File: src/rtl/alu_pkg.sv
// Shared encodings for the bit-serial ALU sequencer: op_sel codes, slice op codes, FSM states.
package alu_pkg;

    localparam logic [2:0] OP_AND = 3'b000;
    localparam logic [2:0] OP_OR  = 3'b001;
    localparam logic [2:0] OP_ADD = 3'b010;
    localparam logic [2:0] OP_SUB = 3'b110;
    localparam logic [2:0] OP_SLT = 3'b111;
    localparam logic [2:0] OP_NOR = 3'b100;

    localparam logic [1:0] SOP_AND  = 2'b00;
    localparam logic [1:0] SOP_OR   = 2'b01;
    localparam logic [1:0] SOP_ADD  = 2'b10;
    localparam logic [1:0] SOP_LESS = 2'b11;

    typedef enum logic [1:0] {
        ST_IDLE = 2'b00,
        ST_RUN  = 2'b01,
        ST_SLT2 = 2'b10,
        ST_DONE = 2'b11
    } state_t;

    function automatic logic op_is_valid(input logic [2:0] op);
        return (op == OP_AND) || (op == OP_OR) || (op == OP_ADD) ||
               (op == OP_SUB) || (op == OP_SLT) || (op == OP_NOR);
    endfunction

endpackage

File: src/rtl/bit_serial_alu_seq.sv
// Drives an external 1-bit ALU slice LSB first, one bit per cycle; SLT adds a second pass through the less input.
// Optional SERIAL_ALU_OVF_EN adds the ovf port and makes SLT a true signed compare.
module bit_serial_alu_seq
    import alu_pkg::*;
#(
    parameter int WIDTH = 8
) (
    input  logic             clk,
    input  logic             rst_n,
    input  logic             start,
    input  logic [2:0]       op_sel,
    input  logic [WIDTH-1:0] a,
    input  logic [WIDTH-1:0] b,
    output logic             busy,
    output logic             done,
    output logic [WIDTH-1:0] y,
    output logic             cout,
    output logic             zero,
`ifdef SERIAL_ALU_OVF_EN
    output logic             ovf,
`endif
    output logic             slice_in1,
    output logic             slice_in2,
    output logic             slice_cin,
    output logic             slice_ainvert,
    output logic             slice_binvert,
    output logic             slice_less,
    output logic [1:0]       slice_op,
    input  logic             slice_result,
    input  logic             slice_cout
);

    localparam int IDXW = (WIDTH > 1) ? $clog2(WIDTH) : 1;

    state_t           r_state;
    logic [WIDTH-1:0] r_a;
    logic [WIDTH-1:0] r_b;
    logic [WIDTH-1:0] r_sh;
    logic [2:0]       r_op;
    logic [IDXW-1:0]  r_idx;
    logic             r_carry;
    logic             r_sign;

    logic             w_active;
    logic             w_drive;
    logic             w_last;
    logic             w_sign;
    logic [WIDTH-1:0] w_sh_next;

    assign w_active = (r_state == ST_RUN) || (r_state == ST_SLT2);
    // Reserved ops keep every data input of the slice at 0 so the pass yields 0.
    assign w_drive  = w_active && op_is_valid(r_op);
    assign w_last   = (r_idx == IDXW'(WIDTH - 1));

`ifdef SERIAL_ALU_OVF_EN
    logic w_ovf;
    assign w_ovf  = r_carry ^ slice_cout;
    assign w_sign = slice_result ^ w_ovf;
`else
    assign w_sign = slice_result;
`endif

    assign slice_in1     = w_drive ? r_a[r_idx] : 1'b0;
    assign slice_in2     = w_drive ? r_b[r_idx] : 1'b0;
    assign slice_cin     = w_drive ? r_carry : 1'b0;
    assign slice_ainvert = w_active && (r_op == OP_NOR);
    assign slice_binvert = w_active && ((r_op == OP_SUB) || (r_op == OP_NOR) ||
                                        ((r_op == OP_SLT) && (r_state == ST_RUN)));
    assign slice_less    = (r_state == ST_SLT2) && (r_idx == '0) && r_sign;

    always_comb begin
        slice_op = SOP_AND;
        if (r_state == ST_SLT2) begin
            slice_op = SOP_LESS;
        end else if (r_state == ST_RUN) begin
            case (r_op)
                OP_OR:                  slice_op = SOP_OR;
                OP_ADD, OP_SUB, OP_SLT: slice_op = SOP_ADD;
                default:                slice_op = SOP_AND;
            endcase
        end
    end

    // Result including the bit being produced this cycle, so y can be registered on the last pass edge.
    always_comb begin
        w_sh_next        = r_sh;
        w_sh_next[r_idx] = slice_result;
    end

    always_ff @(posedge clk) begin
        if (!rst_n) begin
            r_state <= ST_IDLE;
            r_a     <= '0;
            r_b     <= '0;
            r_sh    <= '0;
            r_op    <= OP_AND;
            r_idx   <= '0;
            r_carry <= 1'b0;
            r_sign  <= 1'b0;
            busy    <= 1'b0;
            done    <= 1'b0;
            y       <= '0;
            cout    <= 1'b0;
            zero    <= 1'b0;
`ifdef SERIAL_ALU_OVF_EN
            ovf     <= 1'b0;
`endif
        end else begin
            case (r_state)
                ST_IDLE: begin
                    done <= 1'b0;
                    if (start) begin
                        r_a     <= a;
                        r_b     <= b;
                        r_op    <= op_sel;
                        r_idx   <= '0;
                        r_sh    <= '0;
                        r_carry <= (op_sel == OP_SUB) || (op_sel == OP_SLT);
                        busy    <= 1'b1;
                        r_state <= ST_RUN;
                    end
                end
                ST_RUN: begin
                    r_sh[r_idx] <= slice_result;
                    r_carry     <= slice_cout;
                    r_idx       <= r_idx + IDXW'(1);
                    if (w_last) begin
                        r_idx <= '0;
                        if (r_op == OP_SLT) begin
                            r_sign  <= w_sign;
                            r_state <= ST_SLT2;
                        end else begin
                            busy    <= 1'b0;
                            done    <= 1'b1;
                            y       <= w_sh_next;
                            zero    <= (w_sh_next == '0);
                            cout    <= ((r_op == OP_ADD) || (r_op == OP_SUB)) ? slice_cout : 1'b0;
`ifdef SERIAL_ALU_OVF_EN
                            ovf     <= ((r_op == OP_ADD) || (r_op == OP_SUB)) ? w_ovf : 1'b0;
`endif
                            r_state <= ST_DONE;
                        end
                    end
                end
                ST_SLT2: begin
                    r_sh[r_idx] <= slice_result;
                    r_idx       <= r_idx + IDXW'(1);
                    if (w_last) begin
                        r_idx   <= '0;
                        busy    <= 1'b0;
                        done    <= 1'b1;
                        y       <= w_sh_next;
                        zero    <= (w_sh_next == '0);
                        cout    <= 1'b0;
`ifdef SERIAL_ALU_OVF_EN
                        ovf     <= 1'b0;
`endif
                        r_state <= ST_DONE;
                    end
                end
                default: begin
                    done    <= 1'b0;
                    r_state <= ST_IDLE;
                end
            endcase
        end
    end

endmodule

File: config.mk
export PLATFORM = sky130hd
export DESIGN_NAME = bit_serial_alu_seq
export DESIGN_NICKNAME = d
export VERILOG_FILES = /design/src/rtl/alu_pkg.sv /design/src/rtl/bit_serial_alu_seq.sv
export SDC_FILE = /design/constraint.sdc
export NUM_CORES = 1
export LEC_CHECK = 0
export ABC_AREA = 1
export CORE_ASPECT_RATIO = 0.6
export CORE_MARGIN = 1
export CORE_UTILIZATION = 30
export CTS_CLUSTER_DIAMETER = 40
export DETAILED_ROUTE_END_ITERATION = 8
export PLACE_DENSITY = 0.6
export SKIP_LAST_GASP = 1
export SYNTH_ARGS = -nofsm -noshare
export SYNTH_HDL_FRONTEND = slang
export SYNTH_SLANG_ARGS = --single-unit
File: constraint.sdc
create_clock -name clk -period 4.05 [get_ports clk]
set_clock_uncertainty 0.15 [all_clocks]
set_input_delay 0.81 -clock clk [delete_from_list [all_inputs] [get_ports clk]]
set_output_delay 0.81 -clock clk [all_outputs]
set_load 0.02 [all_outputs]
==> reports/metrics.cfg <==
[final_layout]
stdcell_count = 433
area_growth_pct = 28.2
fillers = 715
final_cell_mix = nor2_1, dfxtp_1, nand2_1, clkdlybuf4s50_1, o21ai_0
nets = 377
antenna_cells = 0
final_common_cell = nor2_1
drive_above_1_share_pct = 8.67

[critical_path]
reg2regPathDepth = 9
crit_fanout = 7
crit_family = buffers and inverters
r2r_end = r_sh[6]$_SDFFE_PN0P_
cp.depth = 7
crit_slowest_cell = clkdlybuf4s50_1
crit_required_ns = 3.09
worst-path-buf-inv = 4
rrSetupSlack_ns = 1.89
end_kind = output pin
startpoint = r_state[0]$_SDFFE_PN0P_
cp_common_cell = inv_1
rr_startpoint = r_state[0]$_SDFFE_PN0P_
max_stage_delay_ns = 0.67
worstSetupPathType = register to output pin
start_kind = register
critPathCapture = slice_in1
cp_cell_sequence = inv_1 > ha_1 > inv_1 > a31oi_1 > inv_1 > nor3_1 > clkdlybuf4s50_1
cp.arrival_ns = 2.55

[sta]
setup-tns-final_ns = 0
post-route-period-util_pct = 86.7
setup_viol = 0
fmax_mhz = 285
rsz0062_at_grt = no
hold_viol = 0
tightestPinTransition_ns = 0.693
drv_slew = 0
maxSlewHeadroom_pct = 53.8
fin_crit_ns = 3.51

[place]
dp.cells = 426
io_buffers = 43
place.gp.congestion = 0.881
dp_hpwl_um = 4060

[global_route]
grt_pass1_vias = 1894
grt-ovfl-total = 0
grt.met2_usage_pct = 23.4
grtUsageMet3_pct = 3.81
antenna_found_initial = 0
grt_use_total_pct = 15.6
top_usage_layer = met2
grt_max_degree = 28
grtUsageMet1_pct = 21.7
grt_pass1_wl_um = 9220

[flow_run]
maxCapViolations = 0

[pwr]
p_leak_nw = 1.09
netSwitchingPower_mw = 0.579
clkPwrFrac_pct = 25.2
sequentialPowerShare_pct = 38.8
swShare_pct = 37.4
intPower_mw = 0.968
power_frac_comb_pct = 36.0
vdd_drop_max_mv = 0.257
p_per_area_nw_per_um2 = 547

[clocking]
clockBufferDepth = 2
hold_buffers = 0
root_buffer = clkbuf_16
clk_latency_ns = 0.29
post_cts_resized = 0
cts_sinks = 46
htreeDepth = 2
cts_setup_buffers = 0
cts_made_buffers = 5
cts_tree = built
clkTransAtPathRegs_ns = 0.06

[route]
via_count = 2084
drt_iter0_markers = 110
drcViolationCount = 0
routed_wl_um = 5540
detail-route-antenna-nets = 0
firstDrtPassIters = 4
wire_per_inst_um = 12.8
via_per_inst = 4.81

[synthesis]
syn_nets = 336
synth-adder-area-share_pct = 3.97
synth_top_family_by_area = simple AND/OR/NAND/NOR gates
ys_seq_area_share_pct = 41.7
synth_top_area_share_pct = 41.7
yosys.area.top_type = dfxtp_1
synth.mux.area_fraction_pct = 0
ys_ff_latch = 46
netlist_area_um2 = 2210
synthTopCellsByArea = dfxtp_1, nor2_1, nand2_1, o21ai_0, a21oi_1
synth_cell_type_count = 34
netlist_instances = 305
yosysWarnings = 0
yosys.area_share.simple_pct = 27.4
synth-xor-area-share_pct = 0
syn_area_per_cell_um2 = 7.24
synth-compound-area-share_pct = 18.9

[die]
row_count = 23
core_um2 = 6880
dieArea_um2 = 7720
pin_count = 44
die_w_um = 113
start_util_pct = 32.1
fp.dieH_um = 68.5

[min_path]
hp-class = register to register

[status]
status = finished clean

## per-stage QoR
step | power, mW | utilization (%) | hold WS [ns] | setup WS, ns | instance area [um^2]
3_3_place_gp | 1.16 | 39.2 | 0.291 | 0.954 | 2700
3_5_place_dp | 1.16 | 39.2 | 0.290 | 0.880 | 2700
4_1_cts | 1.56 | 41.1 | 0.303 | 0.560 | 2830
6_report | 1.55 | 41.1 | 0.302 | 0.537 | 2830
2_1_floorplan | 0.973 | - | 0.294 | 1.54 | 2210
5_1_grt | 1.67 | 41.1 | 0.329 | 0.401 | 2830
## logic make-up (layout without fill, tap and decap cells)
logic type                 count (synthesis)  count (layout)
and+or+nand+nor                          137             137
AOI/OAI and AO/OA                         75              75
DFF                                       46              46
buffers and inverters                     40              81
adders and majority gates                  7               7
## how the worst min path moves through the flow
stage	start	endpoint	slack (ns)	depth (start not counted)
floorplan	r_sh[1]$_SDFFE_PN0P_	r_sh[1]$_SDFFE_PN0P_	0.29	2
global placement	y[4]$_SDFFE_PN0P_	y[4]$_SDFFE_PN0P_	0.29	2
detailed placement	done$_SDFFE_PN0P_	done$_SDFFE_PN0P_	0.29	2
CTS	y[4]$_SDFFE_PN0P_	y[4]$_SDFFE_PN0P_	0.30	2
global route	y[4]$_SDFFE_PN0P_	y[4]$_SDFFE_PN0P_	0.33	2
finish	y[4]$_SDFFE_PN0P_	y[4]$_SDFFE_PN0P_	0.30	2
## state kept, by name, summed over array words and instances (netlist names)
name     flops
busy         1
cout         1
done         1
r_a          8
r_b          8
r_carry      1
r_idx        3
r_op         3
r_sh         8
r_sign       1
r_state      2
y            8
zero         1
## worst min-delay path, stage by stage, from the launching register on
cell and delay [ns]:
dfxtp_1 0.31, inv_1 0.05, a21oi_1 0.05
## cell usage after synthesis
library cell	number
ha_1	7
or2_2	4
inv_4	1
nand3_1	13
clkbuf_1	5
nand4_1	2
o21ai_1	1
inv_1	26
buf_4	1
nor3_1	5
or2_1	1
buf_2	2
nor2_2	3
a31oi_1	3
o21a_1	1
a211oi_2	1
dfxtp_1	46
nand2_1	43
a21oi_1	27
dlygate4sd1_1	1
nor2_1	58
o2111ai_1	1
o31ai_1	1
o21ai_2	2
a21oi_2	1
buf_6	2
o22ai_1	4
nand3_2	6
nand2_2	1
o211ai_1	1
a21boi_1	1
inv_2	2
or2_0	1
o21ai_0	31
## metal layers
metal  share of wire (%)  vias to the layer above
met1                  53                      946
met2                  40                       49
li1                    -                     1081
met5                   0                        -
met4                 1.3                        0
met3                 5.7                        8
## power by group through the flow
| stage | sequential, mW | clock (mW) | combinational (mW) |
|---|---|---|---|
| after global routing | 0.611 | 0.423 | 0.630 |
| final | 0.601 | 0.390 | 0.556 |
| after floorplan | 0.597 | 0 | 0.377 |
| after detailed placement | 0.609 | 0 | 0.553 |
| after CTS | 0.600 | 0.401 | 0.557 |
| after global placement | 0.607 | 0 | 0.548 |
## final cells by class
class | instances | area (um^2) | area share (%)
Clock inverter | 2 | 10.0 | 0.354
Multi-Input combinational cell | 219 | 1110 | 39.2
Sequential cell | 46 | 921 | 32.5
Timing Repair Buffer | 45 | 445 | 15.7
Tap cell | 87 | 109 | 3.85
Clock buffer | 5 | 125 | 4.42
Inverter | 29 | 111 | 3.93
Note: power is estimated with default switching activity, not from simulation.
